<file path="src/rtl/raster_pkg.sv">
// Shared types for the raster frame reader: FSM states, issue-time tag and FIFO beat.
package raster_pkg;

    localparam int unsigned PIX_DATA_BITS  = 8;
    localparam int unsigned PIX_COORD_BITS = 11;

    typedef enum logic [1:0] {
        IDLE,
        READ,
        DRAIN
    } rd_state_t;

    typedef struct packed {
        logic [PIX_COORD_BITS-1:0] x;
        logic [PIX_COORD_BITS-1:0] y;
        logic                      sof;
        logic                      eol;
        logic                      eof;
    } pixel_tag_t;

    typedef struct packed {
        logic [PIX_DATA_BITS-1:0]  data;
        logic [PIX_COORD_BITS-1:0] x;
        logic [PIX_COORD_BITS-1:0] y;
        logic                      sof;
        logic                      eol;
        logic                      eof;
    } pixel_beat_t;

endpackage

</file>
<file path="src/rtl/beat_fifo.sv">
// Synchronous FIFO of pixel beats; simultaneous push and pop leave occupancy unchanged.
module beat_fifo
    import raster_pkg::*;
#(
    parameter int unsigned DEPTH = 3,
    localparam int unsigned CNT_W = $clog2(DEPTH + 1),
    localparam int unsigned PTR_W = $clog2(DEPTH)
) (
    input  logic             i_clk,
    input  logic             i_rst,
    input  logic             i_push,
    input  pixel_beat_t      i_din,
    input  logic             i_pop,
    output pixel_beat_t      o_dout,
    output logic             o_empty,
    output logic             o_full,
    output logic [CNT_W-1:0] o_count
);

    pixel_beat_t      r_mem [DEPTH];
    logic [PTR_W-1:0] r_wptr, r_rptr;
    logic [CNT_W-1:0] r_count;
    logic             w_do_push, w_do_pop;

    function automatic logic [PTR_W-1:0] f_inc(input logic [PTR_W-1:0] p);
        return (p == PTR_W'(DEPTH - 1)) ? '0 : p + PTR_W'(1);
    endfunction

    assign w_do_pop  = i_pop && (r_count != '0);
    assign w_do_push = i_push && ((r_count != CNT_W'(DEPTH)) || w_do_pop);

    // Storage needs no reset: the head is only observed while count is non-zero.
    always_ff @(posedge i_clk) begin
        if (w_do_push) begin
            r_mem[r_wptr] <= i_din;
        end
    end

    always_ff @(posedge i_clk or posedge i_rst) begin
        if (i_rst) begin
            r_wptr  <= '0;
            r_rptr  <= '0;
            r_count <= '0;
        end else begin
            if (w_do_push) begin
                r_wptr <= f_inc(r_wptr);
            end
            if (w_do_pop) begin
                r_rptr <= f_inc(r_rptr);
            end
            case ({w_do_push, w_do_pop})
                2'b10:   r_count <= r_count + CNT_W'(1);
                2'b01:   r_count <= r_count - CNT_W'(1);
                default: ;
            endcase
        end
    end

    assign o_dout  = r_mem[r_rptr];
    assign o_empty = (r_count == '0);
    assign o_full  = (r_count == CNT_W'(DEPTH));
    assign o_count = r_count;

endmodule

</file>
<file path="src/rtl/raster_frame_reader.sv">
// Reads one row-major frame from a fixed-latency RAM and streams it with coordinates,
// frame markers and valid/ready backpressure.
module raster_frame_reader
    import raster_pkg::*;
#(
    parameter int unsigned DATA_BITS    = PIX_DATA_BITS,
    parameter int unsigned COORD_BITS   = PIX_COORD_BITS,
    parameter int unsigned ADDR_BITS    = 20,
    parameter int unsigned READ_LATENCY = 1,
    parameter int unsigned FIFO_DEPTH   = READ_LATENCY + 2
) (
    input  logic                  clk,
    input  logic                  reset,
    input  logic [COORD_BITS-1:0] r_row_length,
    input  logic [COORD_BITS-1:0] r_num_rows,
    input  logic [ADDR_BITS-1:0]  r_base_addr,
    input  logic                  start,
    output logic                  busy,
    output logic                  done,
    output logic                  mem_rd_en,
    output logic [ADDR_BITS-1:0]  mem_addr,
    input  logic [DATA_BITS-1:0]  mem_rd_data,
    output logic                  out_valid,
    input  logic                  out_ready,
    output logic [DATA_BITS-1:0]  out_data,
    output logic [COORD_BITS-1:0] out_x,
    output logic [COORD_BITS-1:0] out_y,
    output logic                  out_sof,
    output logic                  out_eol,
    output logic                  out_eof
);

    localparam int unsigned CNT_W = $clog2(FIFO_DEPTH + 1);

    typedef struct packed {
        logic       vld;
        pixel_tag_t tag;
    } tag_slot_t;

    rd_state_t                    r_state, w_state_nxt;
    logic [COORD_BITS-1:0]        r_len, r_rows, r_x, r_y;
    logic [COORD_BITS-1:0]        w_len, w_rows, w_cur_x, w_cur_y;
    logic [ADDR_BITS-1:0]         r_addr, w_cur_addr;
    logic [CNT_W-1:0]             r_inflight, w_fifo_count, w_used;
    tag_slot_t [READ_LATENCY-1:0] r_pipe;
    tag_slot_t                    w_slot_in, w_slot_ret;
    pixel_beat_t                  w_push_beat, w_head, w_out;
    logic                         w_idle, w_zero, w_last_x, w_last, w_credit, w_issue, w_pop;
    logic                         w_fifo_empty, w_fifo_full, r_done, w_done_nxt;

    // The first read issues in the start cycle itself, straight from the input geometry.
    assign w_idle     = (r_state == IDLE);
    assign w_len      = w_idle ? r_row_length : r_len;
    assign w_rows     = w_idle ? r_num_rows   : r_rows;
    assign w_cur_x    = w_idle ? '0 : r_x;
    assign w_cur_y    = w_idle ? '0 : r_y;
    assign w_cur_addr = w_idle ? r_base_addr : r_addr;
    assign w_zero     = (w_len == '0) || (w_rows == '0);
    assign w_last_x   = (w_cur_x == w_len - COORD_BITS'(1));
    assign w_last     = w_last_x && (w_cur_y == w_rows - COORD_BITS'(1));
    assign w_used     = r_inflight + w_fifo_count;
    assign w_credit   = !w_fifo_full && (w_used < CNT_W'(FIFO_DEPTH));
    assign w_pop      = !w_fifo_empty && out_ready;

    always_comb begin
        w_state_nxt = r_state;
        w_issue     = 1'b0;
        w_done_nxt  = 1'b0;
        case (r_state)
            IDLE: begin
                if (start) begin
                    if (w_zero) begin
                        w_done_nxt = 1'b1;
                    end else begin
                        w_issue     = 1'b1;
                        w_state_nxt = w_last ? DRAIN : READ;
                    end
                end
            end
            READ: begin
                if (w_credit) begin
                    w_issue = 1'b1;
                    if (w_last) begin
                        w_state_nxt = DRAIN;
                    end
                end
            end
            DRAIN: begin
                if (w_pop && w_head.eof) begin
                    w_state_nxt = IDLE;
                    w_done_nxt  = 1'b1;
                end
            end
            default: w_state_nxt = IDLE;
        endcase
    end

    always_ff @(posedge clk or posedge reset) begin
        if (reset) begin
            r_state    <= IDLE;
            r_done     <= 1'b0;
            r_len      <= '0;
            r_rows     <= '0;
            r_x        <= '0;
            r_y        <= '0;
            r_addr     <= '0;
            r_inflight <= '0;
        end else begin
            r_state <= w_state_nxt;
            r_done  <= w_done_nxt;
            if (w_idle && start) begin
                r_len  <= r_row_length;
                r_rows <= r_num_rows;
            end
            if (w_issue) begin
                r_x    <= w_last_x ? '0 : w_cur_x + COORD_BITS'(1);
                r_y    <= w_last_x ? w_cur_y + COORD_BITS'(1) : w_cur_y;
                r_addr <= w_cur_addr + ADDR_BITS'(1);
            end
            case ({w_issue, w_slot_ret.vld})
                2'b10:   r_inflight <= r_inflight + CNT_W'(1);
                2'b01:   r_inflight <= r_inflight - CNT_W'(1);
                default: ;
            endcase
        end
    end

    assign w_slot_in = '{vld: w_issue,
                         tag: '{x:   w_cur_x,
                                y:   w_cur_y,
                                sof: (w_cur_x == '0) && (w_cur_y == '0),
                                eol: w_last_x,
                                eof: w_last}};

    if (READ_LATENCY == 1) begin : g_pipe_1
        always_ff @(posedge clk or posedge reset) begin
            if (reset) begin
                r_pipe <= '0;
            end else begin
                r_pipe <= w_slot_in;
            end
        end
    end else begin : g_pipe_n
        always_ff @(posedge clk or posedge reset) begin
            if (reset) begin
                r_pipe <= '0;
            end else begin
                r_pipe <= {r_pipe[READ_LATENCY-2:0], w_slot_in};
            end
        end
    end

    assign w_slot_ret  = r_pipe[READ_LATENCY-1];
    assign w_push_beat = '{data: mem_rd_data,
                           x:    w_slot_ret.tag.x,
                           y:    w_slot_ret.tag.y,
                           sof:  w_slot_ret.tag.sof,
                           eol:  w_slot_ret.tag.eol,
                           eof:  w_slot_ret.tag.eof};

    beat_fifo #(.DEPTH(FIFO_DEPTH)) u_fifo (
        .i_clk   (clk),
        .i_rst   (reset),
        .i_push  (w_slot_ret.vld),
        .i_din   (w_push_beat),
        .i_pop   (w_pop),
        .o_dout  (w_head),
        .o_empty (w_fifo_empty),
        .o_full  (w_fifo_full),
        .o_count (w_fifo_count)
    );

    assign w_out     = w_fifo_empty ? '0 : w_head;
    assign out_valid = !w_fifo_empty;
    assign out_data  = w_out.data;
    assign out_x     = w_out.x;
    assign out_y     = w_out.y;
    assign out_sof   = w_out.sof;
    assign out_eol   = w_out.eol;
    assign out_eof   = w_out.eof;

    assign busy      = !w_idle;
    assign done      = r_done;
    assign mem_rd_en = w_issue;
    assign mem_addr  = w_issue ? w_cur_addr : r_addr;

endmodule

</file>
<file path="config.mk">
export PLATFORM = sky130hd
export DESIGN_NAME = raster_frame_reader
export DESIGN_NICKNAME = d
export VERILOG_FILES = /design/src/rtl/raster_pkg.sv /design/src/rtl/beat_fifo.sv /design/src/rtl/raster_frame_reader.sv
export SDC_FILE = /design/constraint.sdc
export NUM_CORES = 1
export LEC_CHECK = 0
export ABC_CLOCK_PERIOD_IN_PS = 6300
export BUFFER_PORTS_ARGS = -buffer_cell sky130_fd_sc_hd__buf_4
export CAP_MARGIN = 10
export CORE_ASPECT_RATIO = 1.4
export CORE_MARGIN = 4
export CORE_UTILIZATION = 25
export DETAILED_ROUTE_END_ITERATION = 16
export GPL_TIMING_DRIVEN = 0
export HOLD_SLACK_MARGIN = 0.03
export SLEW_MARGIN = 40
export SYNTH_ARGS = -nofsm -noshare
export SYNTH_HDL_FRONTEND = slang
export SYNTH_SLANG_ARGS = --single-unit
export TNS_END_PERCENT = 30
</file>
<file path="constraint.sdc">
create_clock -name clk -period 6.3 [get_ports clk]
set_input_delay 1.26 -clock clk [delete_from_list [all_inputs] [get_ports clk]]
set_output_delay 1.26 -clock clk [all_outputs]
set_load 0.01 [all_outputs]
</file>
==> run_results.csv <==
group,metric,value,unit
status,status,"finished, final reports clean",
critical_path,worstSetupPathType,"reg2out",
placed_design,portBuffers,110,
grt,grt_pass1_vias,8228,
synth,yosysMostFrequentCell,"nor2_1",
drt,avgViaCountPerCell,4.844,
cells_and_area,fin_area,12480,sq um
synth,ys_seq_elements,200,
critical_path,required,5.04,ns
synth,yosysWarningCount,0,
pwr,power.leakage,4.935,nW
critical_path,crit_chain,"nor2_2 -> inv_2 -> clkbuf_2 -> clkbuf_1 -> clkbuf_2 -> a21oi_1 -> ha_1 -> clkbuf_1 -> nand3_1 -> nand3_2 -> nand2_1 -> clkbuf_2 -> nor2_1 -> a31oi_1 -> buf_4",
synth,yosys-top-cells-count,"nor2_1, dfrtp_1, edfxtp_1",
floorplan,pin_count,111,
critical_path,path_buf_inv,7,
synth,synthArstFlopShare,50.50,%
pwr,p_per_area,430.1,nW/um^2
clock_tree,clock-sinks,200,
timing,setup_tns,0,ns
run,drv_cap,0,
critical_path,cp_max_fo,26,
pwr,vdd_ir_drop_max,0.2130,mV
clock_tree,htree_levels,4,
critical_path,arrival,4.85,ns
grt,grt_usage,13.44,%
timing,rsz0062_at_grt,"true",
critical_path,critPathSlowestCell,"dfrtp_1",
cells_and_area,diodes,0,
synth,yosysTopAreaCell,"edfxtp_1",
synth,ys_types,65,
critical_path,crit_family,"buffers and inverters",
clock_tree,cts-root-buf,"clkbuf_16",
drt,postRouteAntennaNets,0,
timing,holdWs,0.4633,ns
cells_and_area,multiInputGateArea,4452,sq um
clock_tree,clk_latency,0.45,ns
clock_tree,cts_tree,"built",
timing,fmax,163.7,MHz
floorplan,core-area,40390,sq um
timing,finalCritPeriodShare,96.94,%
floorplan,dieArea,44210,sq um
timing,worst_pin_slew,0.8155,ns
clock_tree,path_clk_slew,0.08,ns
floorplan,dieHeight,247.2,microns
critical_path,worst_setup_path_start_kind,"flop",
drt,drcViolationCount,0,
grt,grt_pass1_wl,46.33,mm
grt,globalRouteOverflowTotal,0,
drt,route.vias.total,7930,
cells_and_area,regArea,5500,sq um
placed_design,gp_congestion,0.8577,
floorplan,die_x,178.8,microns
timing,setup_viol,0,
cells_and_area,drive_gt1_share,21.31,%
grt,antenna_found_initial,0,
placed_design,place_area,11880,sq um
placed_design,dp_cells,1609,
cells_and_area,fin_util,30.91,%
placed_design,dp_hpwl,22.41,mm
synth,seq_area_frac_synth,53.84,%
synth,synth_area,10220,sq um
drt,routed_wirelength,29.58,mm
timing,hold_viol_final,0,
synth,synth_edf_count,99,
clock_tree,cts_buffer_depth,2,
drt,first_pass_iters,5,
clock_tree,hold_buffers,0,
drt,routedWlPerCell,18.07,microns
cells_and_area,fillCellCount,4095,
drt,drt-initial-drc-count,469,
min_path,worst_hold_path_type,"reg2reg",
timing,slew_headroom,45.64,%
critical_path,cp-end-kind,"primary output",
synth,yosys.area.top_type_share,29.10,%
timing,finalCriticalPeriod,6.107,ns
synth,synth_nets,1013,
timing,drv_slew,0,
timing,skew,0.01881,ns
pwr,power,5.369,mW
synth,synthTopCellsByArea,"edfxtp_1, dfrtp_1, mux2i_1, mux2_2, nor2_1",
floorplan,start_util,25.30,%
synth,synthFlopType,"dfrtp_1",
cells_and_area,layoutNonFillerInstCount,1637,
grt,grt_max_degree,63,
placed_design,dp_slack,-0.9095,ns
critical_path,cpMostUsedCell,"clkbuf_2",
clock_tree,cts-buffers-inserted,17,
timing,setup_ws,0.1930,ns
floorplan,rows,87,
critical_path,cpPeakStageDelay,0.57,ns
synth,synth_area_per_cell,10.77,sq um
cells_and_area,layout.nets,1154,
synth,synth_cells,949,
cells_and_area,area_growth,22.19,%
[registers in the layout (all words and copies together), names as in the netlist, 11 cells and up]
name / cells
r_rows: 11
u_fifo.r_mem: 99
r_pipe: 26
r_len: 11
r_y: 11
r_addr: 20
r_x: 11
[layout make-up]
type / instances / area share (%)
clock inverter: 10 / 0.8219
sequential: 200 / 44.06
timing repair buffer: 126 / 7.768
tap: 534 / 5.352
inverter: 21 / 0.6916
clock buffer: 22 / 3.979
multi-input combinational: 677 / 35.66
buffer: 47 / 1.664
[power by group]
part / internal (mW) / switching, mW / total, mW
registers: 1.76 / 0.216 / 1.98
logic: 0.927 / 1.34 / 2.27
clock network: 0.613 / 0.507 / 1.12
[cells in the final DEF, fill, tap and decap left out, types with 4 or more instances in the layout]
| cell type | count |
|---|---|
| mux2i_1 | 49 |
| buf_4 | 115 |
| inv_6 | 4 |
| and2_1 | 21 |
| o31ai_1 | 9 |
| a211oi_1 | 9 |
| nand2_1 | 78 |
| nand4_1 | 5 |
| o21ai_0 | 30 |
| a311oi_1 | 4 |
| a21o_1 | 12 |
| buf_2 | 14 |
| mux2_2 | 42 |
| nor4_1 | 8 |
| xnor2_1 | 34 |
| nor2_1 | 106 |
| buf_6 | 5 |
| ha_1 | 10 |
| o21ai_1 | 10 |
| and3_1 | 7 |
| edfxtp_1 | 99 |
| o211ai_1 | 11 |
| or4_1 | 7 |
| dfrtp_1 | 101 |
| clkbuf_1 | 28 |
| a21oi_1 | 61 |
| inv_1 | 17 |
| clkbuf_16 | 19 |
| clkbuf_2 | 5 |
| nor3b_1 | 9 |
| buf_1 | 4 |
| nor4b_1 | 4 |
| a31oi_1 | 15 |
| o22ai_1 | 4 |
| xor2_1 | 25 |
| nand3_1 | 24 |
| or3_1 | 10 |
| nor3_1 | 23 |
[final timing paths]
path | from | to | slack, ns | cells after the start
worst max-delay path | r_state[0] | mem_addr[1] | 0.19 | 15
worst min register to register | r_pipe[5] | u_fifo.r_mem[1][5] | 0.46 | 0
worst min-delay path | r_pipe[5] | u_fifo.r_mem[1][5] | 0.46 | 0
worst max register to register | r_state[0] | r_state[0] | 0.85 | 16
max in group asynchronous | reset | r_pipe[5] | 4.89 | 3
min in group asynchronous | reset | u_fifo.r_wptr[1] | 0.79 | 2
[kinds of logic (layout without fill, tap and decap cells)]
logic type	Yosys count	in the layout	share of synthesized area, %
fa+ha+maj	10	10	1.225
xor+xnor	59	59	5.058
simple gates	325	325	15.79
flops	200	200	53.84
mux	94	94	9.798
buf+inv	72	226	2.780
compound gates	189	189	11.51
[layer usage]
layer,wire length (microns),up-vias,track usage (%)
met4,665,0,4.766
met1,11730,3899,15.96
met2,15530,248,23.92
li1,-,3737,-
met5,0,-,0
met3,1655,46,2.661
[worst reg2reg max path: cells and delay by family, from the launching register on]
kind | cells | cell delay [ns]
AOI/OAI and AO/OA | 6 | 0.84
adders and majority gates | 1 | 0.20
buffers and inverters | 5 | 1.92
DFF | 1 | 0.57
and+or+nand+nor | 4 | 1.77
[repair_timing]
item	4_1_cts	5_1_grt
endpoints found under the setup margin	30	9
resized for setup	7	5
setup buffers	0	0
Note: power is estimated with default switching activity, not from simulation.
